### src/rtl/pipeline_hazard_controller.sv
// Pipeline hazard controller: ext_hold freeze, branch flush, multi-cycle
// mult/div stall and load-use interlock for a classic 5-stage pipeline.
// Optional feature: define HAZ_STALL_COUNTER_EN to add a 32-bit stall_count
// output that counts front-end stall cycles (pc_write low).
module pipeline_hazard_controller #(
  parameter int unsigned MDU_LATENCY = 8
) (
  input  logic       clock,
  input  logic       reset,
  input  logic [4:0] if_id_rs,
  input  logic [4:0] if_id_rt,
  input  logic       if_id_uses_rt,
  input  logic       id_ex_mem_read,
  input  logic [4:0] id_ex_rt,
  input  logic       branch_taken,
  input  logic       mdu_start,
  input  logic       ext_hold,
  output logic       pc_write,
  output logic       if_id_write,
  output logic       id_ex_write,
  output logic       if_id_flush,
  output logic       id_ex_flush,
  output logic       mdu_done,
`ifdef HAZ_STALL_COUNTER_EN
  output logic [31:0] stall_count,
`endif
  output logic [1:0] state
);

  localparam int unsigned CNT_W = 8;
  localparam logic [1:0]  RUN      = 2'd0;
  localparam logic [1:0]  MDU_WAIT = 2'd1;
  // The start cycle is the first stall cycle and the zero-count cycle the last.
  localparam logic [CNT_W-1:0] CNT_LOAD = CNT_W'(MDU_LATENCY - 2);

  logic [1:0]       state_d;
  logic [CNT_W-1:0] cnt_q;
  logic [CNT_W-1:0] cnt_d;
  logic             load_use_c;

  // Load in EX writing a register the ID instruction reads; $0 never hazards.
  assign load_use_c = id_ex_mem_read && (id_ex_rt != 5'd0) &&
                      ((id_ex_rt == if_id_rs) ||
                       (if_id_uses_rt && (id_ex_rt == if_id_rt)));

  // State and MDU counter register.
  always_ff @(posedge clock) begin
    if (reset) begin
      state <= RUN;
      cnt_q <= '0;
    end else begin
      state <= state_d;
      cnt_q <= cnt_d;
    end
  end

  // Next-state: hold freezes everything, unused encodings fall back to RUN.
  always_comb begin
    state_d = state;
    cnt_d   = cnt_q;
    case (state)
      RUN: begin
        if (!ext_hold && !branch_taken && mdu_start) begin
          state_d = MDU_WAIT;
          cnt_d   = CNT_LOAD;
        end
      end
      MDU_WAIT: begin
        if (!ext_hold) begin
          if (cnt_q == '0) state_d = RUN;
          else             cnt_d   = cnt_q - CNT_W'(1);
        end
      end
      default: begin
        state_d = RUN;
        cnt_d   = '0;
      end
    endcase
  end

  // Outputs from state, counter and current inputs in priority order.
  always_comb begin
    pc_write    = 1'b1;
    if_id_write = 1'b1;
    id_ex_write = 1'b1;
    if_id_flush = 1'b0;
    id_ex_flush = 1'b0;
    mdu_done    = 1'b0;
    if (!reset && ((state == RUN) || (state == MDU_WAIT))) begin
      if (ext_hold) begin
        pc_write    = 1'b0;
        if_id_write = 1'b0;
        id_ex_write = 1'b0;
      end else if (state == MDU_WAIT) begin
        pc_write    = 1'b0;
        if_id_write = 1'b0;
        id_ex_write = 1'b0;
        mdu_done    = (cnt_q == '0);
      end else if (branch_taken) begin
        if_id_flush = 1'b1;
        id_ex_flush = 1'b1;
      end else if (mdu_start) begin
        pc_write    = 1'b0;
        if_id_write = 1'b0;
        id_ex_write = 1'b0;
      end else if (load_use_c) begin
        pc_write    = 1'b0;
        if_id_write = 1'b0;
        id_ex_flush = 1'b1;
      end
    end
  end

`ifdef HAZ_STALL_COUNTER_EN
  // Count front-end stall cycles, wrapping naturally at 2^32.
  always_ff @(posedge clock) begin
    if (reset)         stall_count <= '0;
    else if (!pc_write) stall_count <= stall_count + 32'd1;
  end
`endif

endmodule

### config.mk
export PLATFORM = sky130hd
export DESIGN_NAME = pipeline_hazard_controller
export DESIGN_NICKNAME = d
export VERILOG_FILES = /design/src/rtl/pipeline_hazard_controller.sv
export SDC_FILE = /design/constraint.sdc
export NUM_CORES = 1
export LEC_CHECK = 0
export BUFFER_PORTS_ARGS = -buffer_cell sky130_fd_sc_hd__buf_2
export CAP_MARGIN = 40
export CORE_MARGIN = 4
export CORE_UTILIZATION = 35
export CTS_BUF_LIST = sky130_fd_sc_hd__clkbuf_16
export DETAILED_ROUTE_END_ITERATION = 10
export HOLD_SLACK_MARGIN = 0.05
export SLEW_MARGIN = 20
export SYNTH_ARGS = -nofsm -noshare
export SYNTH_HDL_FRONTEND = slang
export SYNTH_SLANG_ARGS = --single-unit
### constraint.sdc
create_clock -name clock -period 2.7 [get_ports clock]
set_clock_uncertainty 0.15 [all_clocks]
set_input_delay 0.27 -clock clock [delete_from_list [all_inputs] [get_ports clock]]
set_output_delay 0.27 -clock clock [all_outputs]
set_load 0.02 [all_outputs]
Yosys cells after proc, flatten, opt, wreduce, memory -nomap -nowiden:

Index checks and enable logic that the tools add are counted.

* add/sub/neg operators: 1
* equal/unequal tests: 7
* mux-type cells: 32
* reduce and logical (&&, ||, !) cells: 16

Operator list (count)
* $mux 1: 24
* $mux 8: 3
* $pmux 8 s2: 1
* $eq 5x5->1: 2
* $logic_not 8->1: 1
* $ne 2x2->1 const B: 4
* $sub 8x1->8 const B: 1
* $logic_and 1x1->1: 6
* $mux 2: 3
* $reduce_and 3->1: 2
* $reduce_bool 5->1: 1
* $pmux 2 s2: 1
* $logic_not 1->1: 3
* $eq 2x1->1 const B: 1
* $logic_not 2->1: 1
* $logic_or 1x1->1: 2

* register bits after elaboration: 10
* output and inout port bits: 8

Logic depth before layout (Yosys ltp):

Gate-level depths: netlist of run 1.

* depth in word-level cells: 10
* gate-level depth with buffers: 6

Worst setup path after synthesis of run 1:

No wires, ideal clock.

* kind: reg-to-output
* start: reg state[0]
* end: out pc_write
* data arrival time: 1.843 ns
* required time: 2.280 ns
* slack: 0.437 ns
* cell stages (with the launch flop): 5
* buffers on the path: 2
* cells stage by stage: dfxtp_1 clkbuf_1 o31ai_1 o41a_1 buf_4

* longest elaborated chain between the ends: 4

RTL lines
* from (decl): RTL line 27 `output logic [1:0] state`
* from (signal assigned): RTL line 52 `state <= state_d;`
* $eq 2x1->1 or $logic_not 2->1 (tied branches): RTL line 89, 94
* $mux 1 or $logic_or 1x1->1 (tied branches)
* $mux 1 or $logic_and 1x1->1 (tied branches)
* $mux 1 *
* to (decl): RTL line 18 `output logic pc_write,`

Mark *: on every way between the ends. The rest lies on a longest branch, timed or not.

Worst setup path in the final report of run 1:

* start: reg state[0]
* end: out id_ex_flush

* longest elaborated chain between the ends: 4

RTL lines
* $eq 2x1->1 or $logic_not 2->1 (tied branches): RTL line 89, 94
* $mux 1 or $logic_or 1x1->1 (tied branches): RTL line 94, 89
* $mux 1 or $logic_and 1x1->1 (tied branches): RTL line 90, 89
* $mux 1 *: RTL line 89 `if (!reset && ((state == RUN) || (state == MDU_WAIT))) begin`
* to (decl): RTL line 22 `output logic id_ex_flush,`

Marks and branches as above.

==> impl_results.md, run 1 <==
- Max Fclk: 483 MHz
- Multiplexer share of the synthesized area: 0.0281
- Routed vias: 740
- Core area: 1940 um^2
- Main combinational cell family by area after synthesis: simple AND/OR/NAND/NOR gates
- Count of cell types in the netlist: 37
- CP endpoint kind: output pin
- Seq/Total Area, Yosys: 0.253
- Postcts setup bufs: 0
- Critical register-to-register path startpoint: cnt_q[0]
- Number of H-tree levels: 1
- Final Max Slew Viols: 0
- Synth top area cells: dfxtp_1 (25%), xor2_1 (11%), o21ai_0 (4.2%), a21oi_1 (3.5%), ha_1 (3.5%)
- Largest net degree at the start of global routing: 14
- Synth async-reset ratio: 0
- Post-synth EDFFs: 0
- CTS buffer count: 3
- # resized after CTS: 0
- CTS tree: built
- Worst Hold Launch: reset
- List of most frequent post-synthesis cells: dfxtp_1 (9), xor2_1 (9), nor2_1 (6), o21ai_0 (6), a21oi_1 (5)
- Row count: 16
- Post-Synth XOR/XNOR Area: 0.123
- Final hold slack: 187 ps
- Die area: 2820 um^2
- Remaining Overflow, GRT: 0
- CTS Buffer Depth: 2
- Unrepaired setup endpoints after global routing: no
- Hold WC Path Type: in2reg
- Simple-gate portion of the synthesized area: 0.270
- Max Used Layer: met4
- Synth Area per Inst: 8.10 um^2
- Tot GR Track Use: 0.138
- Cells after synthesis: 88
- Die Ht: 53.1 um
- Register area: 180 um^2
- CP Class: reg2out
- Footprint of the multi-input gates: 484 um^2
- CP max stage delay: 460 ps
- Mapped Area: 713 um^2
- Status: finished, final reports clean
- Final Hold Viols: 0
- Fill cell count: 205
- Syn_nets: 112
- Critical Path Fanout Max: 13
- Post-Synth Adder-Cell Area: 0.0351
- Wire length on met3: 143 um
- First-pass GRT wire length: 2.86 mm
- Synthesis Warnings: 0
- Worst-path clk slew: 40 ps
- Final period utilization: 0.767
- Number of global-route vias before repair: 714
- Final HPWL DP: 1.33 mm
- DRC viols: 0
- Post-synthesis compound-gate area fraction: 0.218
- Antenna viol nets, final: 0
- Share of the synthesized area in the top cell type: 0.253
- Worst Path Arrival: 1650 ps
- Layout area overhead: 30.2%
- WL final: 1.62 mm
- Synth Register Bits: 9
- Starting Density: 0.367
- Final cell count without fillers: 141
- Fin util: 0.478
- Setup TNS: 0 ps
- Final net count: 139
- Metal1 wirelength: 784 um
- CP Cell Sequence: nor3_1 -> or3b_2 -> o21bai_1 -> buf_2
- Clk sink count: 9
- Pre-Repair DR Iteration Count: 4
- Port Buffer Count: 28
- Wirelength per Cell: 11.5 um
- Vias/cell: 5.25
- Final Cell Area: 928 um^2
- Routed length on met2: 669 um
- Final GP Congestion: 0.799
- Placed insts: 137
- Reg2reg setup slack: 920 ps
- Worst setup startpoint: state[0]
- Startpoint types: flip-flop
- Ports: 30
- Area leader, netlist: dfxtp_1
- Die width: 53.1 um
- Final setup viols: 0
- Post-DP Area: 850 um^2
- Worst EP required: 2280 ps
- P_leak: 0.401 nW
- Initial antenna violation count: 0
- CTS Hold Bufs: 0
- Skew-Pair Late Insertion Delay: 240 ps
- Ant diodes: 0
- Fin crit period: 2070 ps
- Peak VDD IR: 333 uV
- Layout cell share with drive strength beyond 1: 0.316
- Highest-delay cell along the critical path: or3b_2
- Root Buffer Master: clkbuf_16
- Max-cap viol count: 0
- Top_reg_cell synth: dfxtp_1
- DR iter-0 viols: 17
- Pwr Density: 588 nW/um^2
-- path summary, 6_finish.rpt --
path,end,cells after the start
setup reg to reg,cnt_q[6],5
hold reg to reg,cnt_q[5],2
setup / recovery,id_ex_flush,4
hold / removal,cnt_q[1],2
-- sequential cells by signal, indices dropped and copies added, names as in the netlist --
register	count
cnt_q	8
state	1
-- placed cells by master (no fill, tap or decap), types with 2 or more instances in the layout --
cell,Yosys,layout
buf_2,0,28
clkbuf_16,0,3
or3_1,2,2
mux2i_1,2,2
nand2_1,3,3
nor3_1,3,3
o31ai_1,2,2
ha_1,2,2
nor4_1,4,4
o21bai_1,2,2
a21oi_1,5,5
nand4_1,2,2
dfxtp_1,9,9
nor2_1,6,6
o21a_1,2,2
or4_1,3,3
xor2_1,9,9
o21ai_0,6,6
inv_1,3,4
-- per-layer routing --
metal	GRT usage	vias to the layer above
li1	-	377
met1	0.178	323
met2	0.209	38
met3	0.0394	2
met4	0.0638	0
met5	0	-
-- per-stage QoR --
step / total power, mW / worst slack [ps]
after floorplan: 0.252 / 437
after detailed placement: 0.287 / 748
after global placement: 0.286 / 751
final: 0.546 / 628
after global routing: 0.583 / 464
after CTS: 0.552 / 630
-- worst max-delay path, delay by kind of cell (launching register included) --
family,cells,cell delay (ps)
flops,1,410
compound gates,1,130
buf+inv,1,180
simple gates,2,710
-- final cells by class --
cell class / instances / area share
Inverter: 3 / 0.0121
Timing Repair Buffer: 28 / 0.151
Clock inverter: 1 / 0.00404
Sequential cell: 9 / 0.194
Clock buffer: 3 / 0.0809
Tap cell: 27 / 0.0364
Multi-Input combinational cell: 70 / 0.522
-- cell families (layout without fill, tap and decap cells) --
group,Yosys count,in the layout
compound gates,23,23
flops,9,9
buf+inv,9,35
fa+ha+maj,2,2
mux,2,2
simple gates,32,32
other cells,1,1
xor+xnor,10,10
-- report_power, final --
| group | internal (mW) | switching, mW | leakage [nW] | total, mW |
|---|---|---|---|---|
| sequential | 0.145 | 0.0152 | 0.0736 | 0.161 |
| combinational | 0.0565 | 0.0679 | 0.286 | 0.124 |
| clock | 0.194 | 0.0668 | 0.0423 | 0.260 |
| total | 0.396 | 0.150 | 0.401 | 0.546 |
Note: power is estimated with default switching activity, not from simulation.
==> run 2, diff against run 1 <==
==> constraint.sdc (replaced) <==
create_clock -name clock -period 1.95 [get_ports clock]
set_clock_uncertainty 0.15 [all_clocks]
set_input_delay 0.195 -clock clock [delete_from_list [all_inputs] [get_ports clock]]
set_output_delay 0.195 -clock clock [all_outputs]
set_load 0.02 [all_outputs]
==> impl_results.md, run 2 (synthesis gave the netlist of run 1 again) <==
- Status: finished, final reports clean
- Core area: 1940 um^2 (unchanged)
- Routed length on met2: 747 um (+12%)
- Port Buffer Count: 28 (unchanged)
- Startpoint types: flip-flop
- Row count: 16 (unchanged)
- Wire length on met3: 135 um (-5.6%)
- Routed vias: 740 (unchanged)
- Final period utilization: 0.948
- Number of H-tree levels: 1 (unchanged)
- Final GP Congestion: 0.837 (+4.8%)
- Die area: 2820 um^2 (unchanged)
- Max Used Layer: met4
- Fin util: 0.503 (+0.0251)
- Top delay family on crit path: simple AND/OR/NAND/NOR gates
- Wirelength per Cell: 12.0 um (+4.8%)
- Die width: 53.1 um (unchanged)
- CTS Hold Bufs: 0 (unchanged)
- Ports: 30 (unchanged)
- Layout area overhead: 37.0%
- Largest register by flop count: cnt_q
- Final net count: 143 (+2.9%)
- First-pass GRT wire length: 3.08 mm (+7.7%)
- P_leak: 0.423 nW (+5.3%)
- Largest registers: cnt_q (8), state (1)
- Largest net degree at the start of global routing: 13 (-1)
- Root Buffer Master: clkbuf_16
- Final setup viols: 0 (unchanged)
- Max-cap viol count: 0 (unchanged)
- Seq pwr share: 0.280 (-0.014)
- Layout cell share with drive strength beyond 1: 0.356 (+0.0401)
- Fin crit period: 1850 ps
- Die Ht: 53.1 um (unchanged)
- Worst EP required: 1600 ps (-680 ps)
- Pwr Density: 797 nW/um^2 (+36%)
- CP endpoint kind: output pin
- CP max stage delay: 450 ps (about the same)
- Clock Power Share: 0.474 (-0.003)
- CTS buffer count: 3 (unchanged)
- Skew-Pair Late Insertion Delay: 240 ps (about the same)
- Critical Path Fanout Max: 2 (-11)
- Net Switching: 221 uW (+47%)
- Antenna viol nets, final: 0 (unchanged)
- Final hold slack: 109 ps (-77.7 ps)
- Final Hold Viols: 0 (unchanged)
- DR iter-0 viols: 4 (-13)
- DRC viols: 0 (unchanged)
- Max Fclk: 541 MHz
- Remaining Overflow, GRT: 0 (unchanged)
- Switching share of total power: 0.284 (+0.00899)
- CP Class: reg2out
- Logic pwr share: 0.246 (+0.018)
- Post-DP Area: 886 um^2 (+4.3%)
- CP Cell Sequence: nor3_2 -> or3b_2 -> o21bai_1 -> buf_2
- Initial antenna violation count: 0 (unchanged)
- Final Cell Area: 977 um^2 (+5.3%)
- Vias/cell: 5.10 (-2.8%)
- Pint: 558 uW (+41%)
- CTS Buffer Depth: 2 (unchanged)
- Pre-Repair DR Iteration Count: 3 (-1)
- CP bufs+invs: 1 (unchanged)
- Total power: 779 uW (+43%)
- Unrepaired setup endpoints after global routing: yes
- Tot GR Track Use: 0.152 (+0.0144)
- Clk sink count: 9 (unchanged)
- Starting Density: 0.367 (unchanged)
- Final Max Slew Viols: 0 (unchanged)
- Hold WC Path Type: in2reg
- Peak VDD IR: 517 uV (+55%)
- Metal1 wirelength: 796 um (+1.5%)
- WL final: 1.74 mm (+7.8%)
- Ant diodes: 0 (unchanged)
- Final HPWL DP: 1.40 mm (+5.6%)
- Highest-delay cell along the critical path: or3b_2
- Worst Path Arrival: 1500 ps (-150 ps)
- Most common cell after layout, fill and taps aside: buf_2
- Worst-path clk slew: 40 ps (about the same)
- Commonest non-fill, non-tap cells in the layout: buf_2 (28), xor2_1 (9), dfxtp_1 (9)
- Max reg flops: 8 (unchanged)
- CTS tree: built
- Number of global-route vias before repair: 746 (+4.5%)
-- run 2: changes by cell type in the layout (fill, tap and decap cells not counted), sizes merged --
| cell | delta |
|---|---|
| buf | +4 |
-- run 2: what timing repair did --
action / CTS / global route
gates resized for setup: 0 / 1
endpoints found under the setup margin: 0 / 3
setup buffers: 0 / 1
-- run 2: stage by stage --
step / cells / worst slack (ps) / TNS [ps]
after floorplan: 88 / -11.4 / -11.4
after global placement: 140 / 152 / 0
after detailed placement: 140 / 145 / 0
after CTS: 144 / 54.5 / 0
after global routing: 145 / -8.28 / -21.0
final: 145 / 101 / 0
-- run 2: routing by layer --
metal,track usage,up-vias
met5,0,-
met1,0.181,327
met3,0.0479,4
li1,-,385
met4,0.102,0
met2,0.231,24
-- run 2: final timing paths --
| path | from | endpoint | slack, ps | depth (start not counted) |
|---|---|---|---|---|
| setup / recovery | state[0] | id_ex_flush | 100 | 4 |
| hold / removal | reset | state[0] | 110 | 2 |
| setup reg to reg | cnt_q[0] | cnt_q[6] | 180 | 5 |
| hold reg to reg | cnt_q[0] | cnt_q[0] | 340 | 2 |
-- run 2: power groups by stage --
stage / clock network [mW] / registers, mW / logic, mW
5_1_grt: 0.389 / 0.221 / 0.217
3_5_place_dp: 0 / 0.221 / 0.191
3_3_place_gp: 0 / 0.221 / 0.189
4_1_cts: 0.373 / 0.218 / 0.192
2_1_floorplan: 0 / 0.219 / 0.134
6_report: 0.369 / 0.218 / 0.192
-- run 2: area by class of cell --
| cell class | count | area, um^2 |
|---|---|---|
| flip-flops and latches | 9 | 180 |
| clock inverters | 1 | 3.75 |
| inverters | 3 | 11.3 |
| fillers | 191 | 965 |
| repair buffers | 32 | 170 |
| well taps | 27 | 33.8 |
| clock buffers | 3 | 75.1 |
| multi-input cells | 70 | 503 |
==> run 3, diff against run 2 <==
==> constraint.sdc (replaced) <==
create_clock -name clock -period 1.7 [get_ports clock]
set_clock_uncertainty 0.15 [all_clocks]
set_input_delay 0.17 -clock clock [delete_from_list [all_inputs] [get_ports clock]]
set_output_delay 0.17 -clock clock [all_outputs]
set_load 0.02 [all_outputs]
==> impl_results.md, run 3 (synthesis gave the netlist of run 1 again) <==
- CP Cell Sequence: nor4_4 -> nand4_1 -> nor3_2 -> buf_4
- Hold WC Path Type: in2reg
- CTS tree: built
- CTS buffer count: 3 (unchanged)
- Worst EP required: 1380 ps (-220 ps)
- Final GP Congestion: 0.813 (-2.9%)
- Worst-path clk slew: 40 ps (about the same)
- Tot GR Track Use: 0.160 (+0.00797)
- Worst Path Arrival: 1370 ps (-130 ps)
- Most common cell after layout, fill and taps aside: buf_2
- Final Hold Viols: 0 (unchanged)
- Final Max Slew Viols: 0 (unchanged)
- Commonest non-fill, non-tap cells in the layout: buf_2 (21), buf_4 (16), xor2_1 (9)
- Initial antenna violation count: 0 (unchanged)
- Final net count: 156 (+9.1%)
- Placed insts: 149 (+6.4%)
- Pre-Repair DR Iteration Count: 3 (unchanged)
- Peak VDD IR: 746 uV (+44%)
- Port Buffer Count: 28 (unchanged)
- Fin util: 0.617 (+0.113)
- CP endpoint kind: output pin
- Status: finished, final reports clean
- Final cell count without fillers: 158 (+9.0%)
- Pwr Density: 824 nW/um^2 (+3.3%)
- Ant diodes: 0 (unchanged)
- CP Class: reg2out
- Unrepaired setup endpoints after global routing: yes
- Layout area overhead: 67.9%
- Row count: 16 (unchanged)
- Die Ht: 53.1 um (unchanged)
- Die width: 53.1 um (unchanged)
- Largest registers: cnt_q (8), state (1)
- Final hold slack: 155 ps (+45.7 ps)
- Max reg flops: 8 (unchanged)
- Core area: 1940 um^2 (unchanged)
- Starting Density: 0.367 (unchanged)
- CP max stage delay: 350 ps (-100 ps)
- Vias/cell: 5.19 (+1.7%)
- Fin crit period: 1690 ps
- Skew-Pair Late Insertion Delay: 240 ps (about the same)
- DR iter-0 viols: 2 (-2)
- Fill cell count: 180 (-5.8%)
- Setup TNS: 0 ps (unchanged)
- Final period utilization: 0.996
- Critical Path Fanout Max: 6 (+4)
- Root Buffer Master: clkbuf_16
- Largest net degree at the start of global routing: 10 (-3)
- Routed vias: 820 (+11%)
- Layout cell share with drive strength beyond 1: 0.542 (+0.186)
- WL final: 2.06 mm (+18%)
- First-pass GRT wire length: 3.24 mm (+5.4%)
- Highest-delay cell along the critical path: dfxtp_2
- DRC viols: 0 (unchanged)
- Final HPWL DP: 1.42 mm (+1.4%)
- Number of H-tree levels: 1 (unchanged)
- Largest register by flop count: cnt_q
- Clk sink count: 9 (unchanged)
- CTS Buffer Depth: 2 (unchanged)
- Number of global-route vias before repair: 790 (+5.9%)
- P_leak: 0.518 nW (+23%)
- Wirelength per Cell: 13.1 um (+8.7%)
- Antenna viol nets, final: 0 (unchanged)
- Ports: 30 (unchanged)
- Max-cap viol count: 0 (unchanged)
- Max Fclk: 591 MHz
- Final setup viols: 0 (unchanged)
- Startpoint types: flip-flop
- Die area: 2820 um^2 (unchanged)
- Remaining Overflow, GRT: 0 (unchanged)
run 3: cell count changes in the layout (fill, tap and decap cells not counted), moves of 2 or more:
| cell | previous run | this run |
|---|---|---|
| o21ai_0 | 6 | 4 |
| buf_2 | 28 | 21 |
| dfxtp_1 | 9 | 3 |
| dfxtp_2 | 0 | 5 |
| buf_4 | 4 | 16 |
| buf_6 | 0 | 7 |
| o21ai_2 | 0 | 2 |
| and4_4 | 0 | 2 |
| nor3_1 | 2 | 0 |
run 3: worst max-delay path, delay by kind of cell, from the launching register on:
kind / cells / cell delay, ps
and+or+nand+nor: 3 / 630
DFF: 1 / 350
buffers and inverters: 1 / 160
run 3: worst paths after layout:
kind,startpoint,to,slack (ps),cells past startpoint
setup / recovery,cnt_q[2],mdu_done,7,4
hold / removal,reset,cnt_q[1],160,3
setup reg to reg,state[0],cnt_q[6],60,5
hold reg to reg,cnt_q[4],cnt_q[4],350,2
run 3: what timing repair did:
action | in CTS | in global routing
pin swaps | 9 | 10
endpoints found under the hold margin | 0 | 0
buffers inserted | 4 | 2
gates resized for setup | 19 | 14
hold buffers | 0 | 0
setup endpoints to repair | 6 | 9
cloned | 0 | 1
run 3: layer usage:
metal	vias up	part of all wire	GRT usage
met4	0	0.020	0.102
li1	413	-	-
met1	391	0.42	0.176
met3	5	0.029	0.0338
met2	11	0.53	0.277
met5	-	0	0
run 3: area by class of cell:
type                            instances  area, um^2  area share
Timing Repair Buffer                   44         304       0.254
Tap cell                               27        33.8      0.0282
Inverter                                3        11.3     0.00940
Sequential cell                         9         190       0.159
Multi-Input combinational cell         71         579       0.484
Clock inverter                          1        3.75     0.00313
Clock buffer                            3        75.1      0.0627
run 3: stage by stage:
stage                     setup WS (ps)  power [mW]  instance area (um^2)
after global placement            -58.7       0.487                   973
after detailed placement          -93.1       0.491                   973
final                              6.89       0.986                  1200
after floorplan                   -63.3       0.413                   757
after CTS                         -21.5       0.961                  1150
after global routing              -57.3        1.04                  1200
run 3: where the power goes:
part / total [mW] / switching, mW / internal (mW)
logic: 0.303 / 0.146 / 0.158
clock network: 0.424 / 0.116 / 0.309
registers: 0.259 / 0.0254 / 0.233
total: 0.986 / 0.287 / 0.700
